## src/rtl/fifo_rr_ctrl.sv

```systemverilog
// fifo_rr_ctrl
//   Shares one FIFO write port between two producers using round-robin
//   arbitration with a burst limit. Paces the FIFO read port into a one-entry
//   output register for a single consumer, so that read data is never dropped.
//
// Parameters:
//   DW     data width of requester, FIFO and output data
//   BURST  max consecutive grants to one requester while the other waits (1..15)
//
// Ports:
//   CLK, RST                       clock, synchronous active-high reset
//   REQn_VALID/REQn_DATA/REQn_READY  requester n, zero-latency handshake
//   FIFO_WR/FIFO_DIN/FIFO_FULL      FIFO write side
//   FIFO_RD/FIFO_DOUT/FIFO_VALID/FIFO_EMPTY  FIFO read side (data one cycle after RD)
//   OUT_VALID/OUT_DATA/OUT_READY    output register to consumer
//
// Optional feature (macro FIFO_RR_CTRL_STATS_EN):
//   GNT0_CNT/GNT1_CNT  saturating per-requester accepted-write counters
//   DROP_CNT           FIFO_VALID pulses seen with no read in flight
module fifo_rr_ctrl #(
   parameter int unsigned DW    = 16,
   parameter int unsigned BURST = 4
) (
   input  logic          CLK,
   input  logic          RST,
   input  logic          REQ0_VALID,
   input  logic [DW-1:0] REQ0_DATA,
   output logic          REQ0_READY,
   input  logic          REQ1_VALID,
   input  logic [DW-1:0] REQ1_DATA,
   output logic          REQ1_READY,
   output logic          FIFO_WR,
   output logic [DW-1:0] FIFO_DIN,
   input  logic          FIFO_FULL,
   output logic          FIFO_RD,
   input  logic [DW-1:0] FIFO_DOUT,
   input  logic          FIFO_VALID,
   input  logic          FIFO_EMPTY,
   output logic          OUT_VALID,
   output logic [DW-1:0] OUT_DATA,
   input  logic          OUT_READY
`ifdef FIFO_RR_CTRL_STATS_EN
   ,
   output logic [15:0]   GNT0_CNT,
   output logic [15:0]   GNT1_CNT,
   output logic [15:0]   DROP_CNT
`endif
);

   localparam logic [3:0] BURST_MAX = 4'(BURST);

   logic          last_gnt;
   logic [3:0]    burst_cnt;
   logic          inflight;
   logic          out_valid;
   logic [DW-1:0] out_data;
   logic          sel;
   logic          sel_valid;
   logic          accept;
   logic          rd;
   logic          load;

   // A burst is only "ongoing" once at least one grant has been counted; with
   // burst_cnt == 0 (after reset) plain alternation applies, so requester 0
   // wins first because last_gnt resets to 1.
   always_comb begin
      sel       = 1'b0;
      sel_valid = REQ0_VALID | REQ1_VALID;
      if (REQ0_VALID && !REQ1_VALID)
         sel = 1'b0;
      else if (REQ1_VALID && !REQ0_VALID)
         sel = 1'b1;
      else if ((burst_cnt != '0) && (burst_cnt < BURST_MAX))
         sel = last_gnt;
      else
         sel = ~last_gnt;
   end

   always_comb begin
      accept     = sel_valid & ~FIFO_FULL & ~RST;
      FIFO_WR    = accept;
      FIFO_DIN   = '0;
      if (accept)
         FIFO_DIN = sel ? REQ1_DATA : REQ0_DATA;
      REQ0_READY = accept & ~sel;
      REQ1_READY = accept & sel;
      // One read outstanding at a time, and only when the output register
      // is free or being emptied this cycle: returning data always has a slot.
      rd         = ~FIFO_EMPTY & ~inflight & (~out_valid | OUT_READY) & ~RST;
      FIFO_RD    = rd;
      // Data returning with nothing in flight (e.g. a read cut off by reset)
      // is ignored.
      load       = FIFO_VALID & inflight;
      OUT_VALID  = out_valid;
      OUT_DATA   = out_data;
   end

   always_ff @(posedge CLK) begin
      if (RST) begin
         last_gnt  <= 1'b1;
         burst_cnt <= '0;
         inflight  <= 1'b0;
         out_valid <= 1'b0;
         out_data  <= '0;
      end else begin
         if (accept) begin
            if (sel == last_gnt) begin
               if (burst_cnt < BURST_MAX)
                  burst_cnt <= burst_cnt + 4'd1;
            end else begin
               last_gnt  <= sel;
               burst_cnt <= 4'd1;
            end
         end
         inflight <= rd;
         if (load) begin
            out_data  <= FIFO_DOUT;
            out_valid <= 1'b1;
         end else if (out_valid && OUT_READY) begin
            out_valid <= 1'b0;
         end
      end
   end

`ifdef FIFO_RR_CTRL_STATS_EN
   always_ff @(posedge CLK) begin
      if (RST) begin
         GNT0_CNT <= '0;
         GNT1_CNT <= '0;
         DROP_CNT <= '0;
      end else begin
         if (REQ0_READY && (GNT0_CNT != '1))
            GNT0_CNT <= GNT0_CNT + 16'd1;
         if (REQ1_READY && (GNT1_CNT != '1))
            GNT1_CNT <= GNT1_CNT + 16'd1;
         if (FIFO_VALID && !inflight && (DROP_CNT != '1))
            DROP_CNT <= DROP_CNT + 16'd1;
      end
   end
`endif

endmodule

```

## config.mk

```make
export PLATFORM = sky130hd
export DESIGN_NAME = fifo_rr_ctrl
export DESIGN_NICKNAME = d
export VERILOG_FILES = /design/src/rtl/fifo_rr_ctrl.sv
export SDC_FILE = /design/constraint.sdc
export NUM_CORES = 1
export LEC_CHECK = 0
export ABC_AREA = 0
export CAP_MARGIN = 20
export CORE_ASPECT_RATIO = 0.9
export CORE_UTILIZATION = 38
export CTS_CLUSTER_SIZE = 28
export DETAILED_ROUTE_END_ITERATION = 12
export PLACE_DENSITY = 0.95
export SLEW_MARGIN = 15
export SYNTH_ARGS = -nofsm -noshare
export SYNTH_HDL_FRONTEND = slang
export SYNTH_SLANG_ARGS = --single-unit
```

## constraint.sdc

```tcl
create_clock -name CLK -period 3.3 [get_ports CLK]
set_input_delay 0.33 -clock CLK [delete_from_list [all_inputs] [get_ports CLK]]
set_output_delay 0.33 -clock CLK [all_outputs]
set_load 0.1 [all_outputs]
```

==> results by group <==
Worst hold path
  • Hold WC Path Type: reg2reg
  • Hold Path Origin: OUT_DATA[8]
  • Worst hold path depth: 2

Logic synthesis
  • Seq/Total Area, Yosys: 0.339
  • Post-synth EDFFs: 0
  • Async SR Flop Fraction: 0
  • Mapped Area: 1360 sq um
  • Mapped Nets: 232
  • Post-synthesis cell count: 174
  • Synth Flop Type: dfxtp_1
  • Synth warn: 0
  • Yosys reg bits: 23
  • Post-Syn Area per Cell: 7.82 sq um
  • Yosys cell types: 33

Setup path
  • Worst-case reg-to-reg path depth: 7
  • Critical path origin: burst_cnt[0]
  • Critical Path RT: 2.97 ns
  • Crit path kind: reg2out
  • Worst Path Arrival: 2.66 ns
  • Max stage delay cell, worst path: a21o_1
  • Endpoint class of the critical path: output port
  • Crit-path cells: inv_1 -> ha_1 -> o31ai_1 -> a21o_1 -> buf_4 -> nand3_2 -> a21oi_2 -> buf_12
  • Crit path max fanout: 13
  • CP Launch Type: flip-flop
  • Max stage delay on crit path: 0.54 ns
  • Worst r2r src: burst_cnt[0]

Pwr
  • Combinational share of power: 0.461
  • Pint: 0.523 mW
  • Maximum VDD drop: 0.281 mV
  • Total power: 0.869 mW
  • NetSw: 0.346 mW
  • Clock group share of total power: 0.200
  • P per Cell Area: 345 nW/um^2
  • Sequential share of power: 0.339
  • Switching part of the total: 0.398
  • Leak pwr: 0.897 nW

STA
  • RSZ-0062 raised after global routing: false
  • Worst hold slack: 0.454 ns
  • Rel. slew slack: 0.340
  • FMAX: 0.335 GHz
  • Hold Fails Final Rpt: 0
  • Total setup violations reported at the end of the flow: 0
  • Slew of the pin with the lowest slew margin: 0.987 ns
  • Clk_skew: 0.00363 ns
  • Final TNS setup: 0 ns
  • Slew Viols, Final: 0
  • Min Tclk post-route: 2.99 ns
  • Final period util: 0.905

Final layout
  • Layout area overhead: 85.4%
  • Fill cells: 245
  • Share of cells above drive strength 1: 0.217
  • Final nets: 317
  • Ant diodes: 0

Global route
  • Vias in the first global route: 1464
  • First-pass GRT wire length: 7080 um
  • Grt ovf: 0
  • Initial antenna violation count: 0
  • Largest net degree at the start of global routing: 25
  • Total track usage: 0.239

CTS
  • Post-CTS Setup Bufs: 0
  • CTS buffer count: 3
  • Clock buffer depth: 2
  • CTS tree: done
  • CTS H-tree depth: 1
  • Post-CTS sizing: 0
  • Hold Buf Count CTS: 0
  • Root buf cell: clkbuf_8
  • Clk sinks: 23
  • Worst skew pair latency: 0.27 ns
  • Clock transition at the registers of the reported paths: 0.08 ns

Floorplanning
  • Die area: 3820 sq um
  • I/O pin total: 93
  • Die height: 58.8 um
  • Initial Utilization: 0.400
  • Core region area: 3400 sq um
  • Row cnt: 20
  • Die Span X: 65.1 um

Routing
  • Drt drc: 0
  • Routed wire length: 4460 um
  • DR WL/cell: 14.8 um
  • Vias: 1564
  • Final ANT Viol Nets: 0
  • Via density: 5.18
  • Drt first pass iters: 4
  • DR iter-0 viols: 74

Placement
  • Post-DP HPWL: 3460 um
  • Port Buffers: 92
  • Routability cong.: 0.728

Run
  • Max-cap violations: 0

Outcome
  • Status: complete, no violations
==> Yosys cell counts, drive strengths merged, types with 2 or more instances <==
cell type / count / share of area
nand3: 16 / 0.096
clkbuf: 8 / 0.022
nand2: 33 / 0.091
a21oi: 35 / 0.17
nor2b: 3 / 0.014
nor4: 2 / 0.0092
ha: 2 / 0.018
nor3: 3 / 0.011
buf: 7 / 0.039
nor2: 5 / 0.014
nor3b: 2 / 0.011
inv: 4 / 0.011
o31ai: 2 / 0.011
o21ai: 17 / 0.063
dfxtp: 23 / 0.34
==> cell type report <==
class,count,area (sq um),area share
repair buffers,95,1130,0.449
multi-input cells,132,813,0.323
flip-flops and latches,23,460,0.183
well taps,44,55.1,0.0218
clock buffers,3,41.3,0.0164
inverters,4,15.0,0.00596
clock inverters,1,5.00,0.00199
==> stage by stage <==
stage / cells / util / setup slack [ns] / area, sq um
floorplan: 174 / - / 0.132 / 1370
CTS: 302 / 0.741 / 0.337 / 2520
global placement: 298 / 0.727 / 0.594 / 2470
global route: 302 / 0.741 / 0.204 / 2520
finish: 302 / 0.741 / 0.313 / 2520
detailed placement: 298 / 0.727 / 0.494 / 2470
==> sequential cells by signal, summed over array words and instances (netlist names) <==
signal	cells
burst_cnt	4
OUT_VALID	1
inflight	1
last_gnt	1
OUT_DATA	16
==> worst max-delay path: cells and delay by family, from the launching register on <==
family                     cells  cell delay [ns]
AOI/OAI and AO/OA              3             1.17
adders and majority gates      1             0.22
buffers and inverters          3             0.52
DFF                            1             0.38
and+or+nand+nor                1             0.09
==> layout by cell type (no fill, tap or decap), drive strengths merged <==
master	n
clkdlybuf4s50	72
a21oi	35
nand2	33
dfxtp	23
buf	23
o21ai	17
nand3	16
nor2	5
inv	4
nor2b	3
clkbuf	3
nor3	3
o31ai	2
nor3b	2
ha	2
nor4	2
or3	1
nand2b	1
or4	1
a21o	1
and2	1
o211ai	1
or2	1
mux2i	1
a2111oi	1
a31oi	1
o221a	1
a31o	1
clkinv	1
==> final timing paths <==
check	slack (ns)	to
worst max-delay path	0.31	FIFO_DIN[4]
worst min-delay path	0.45	OUT_DATA[8]
worst max register to register	1.08	last_gnt
worst min register to register	0.45	OUT_DATA[8]
==> kinds of logic (layout without fill, tap and decap cells) <==
group,count (synthesis),after routing,share of synthesized area
compound gates,60,60,0.292
simple gates,69,69,0.272
mux,1,1,0.00736
fa+ha+maj,2,2,0.0184
buf+inv,19,103,0.0717
flops,23,23,0.339
==> power groups by stage <==
stage | logic [mW] | registers, mW | clock network (mW)
6_report | 0.401 | 0.294 | 0.174
5_1_grt | 0.420 | 0.296 | 0.184
4_1_cts | 0.401 | 0.294 | 0.176
3_5_place_dp | 0.400 | 0.301 | 0
3_3_place_gp | 0.392 | 0.300 | 0
2_1_floorplan | 0.207 | 0.345 | 0
==> metal layers <==
| layer | GRT usage | vias to the layer above | routed length [um] |
|---|---|---|---|
| met1 | 0.295 | 727 | 1810 |
| li1 | - | 773 | - |
| met2 | 0.432 | 59 | 2280 |
| met4 | 0.0559 | 0 | 38 |
| met5 | 0 | - | 0 |
| met3 | 0.0465 | 5 | 333 |
(Power assumes the default switching activity.)
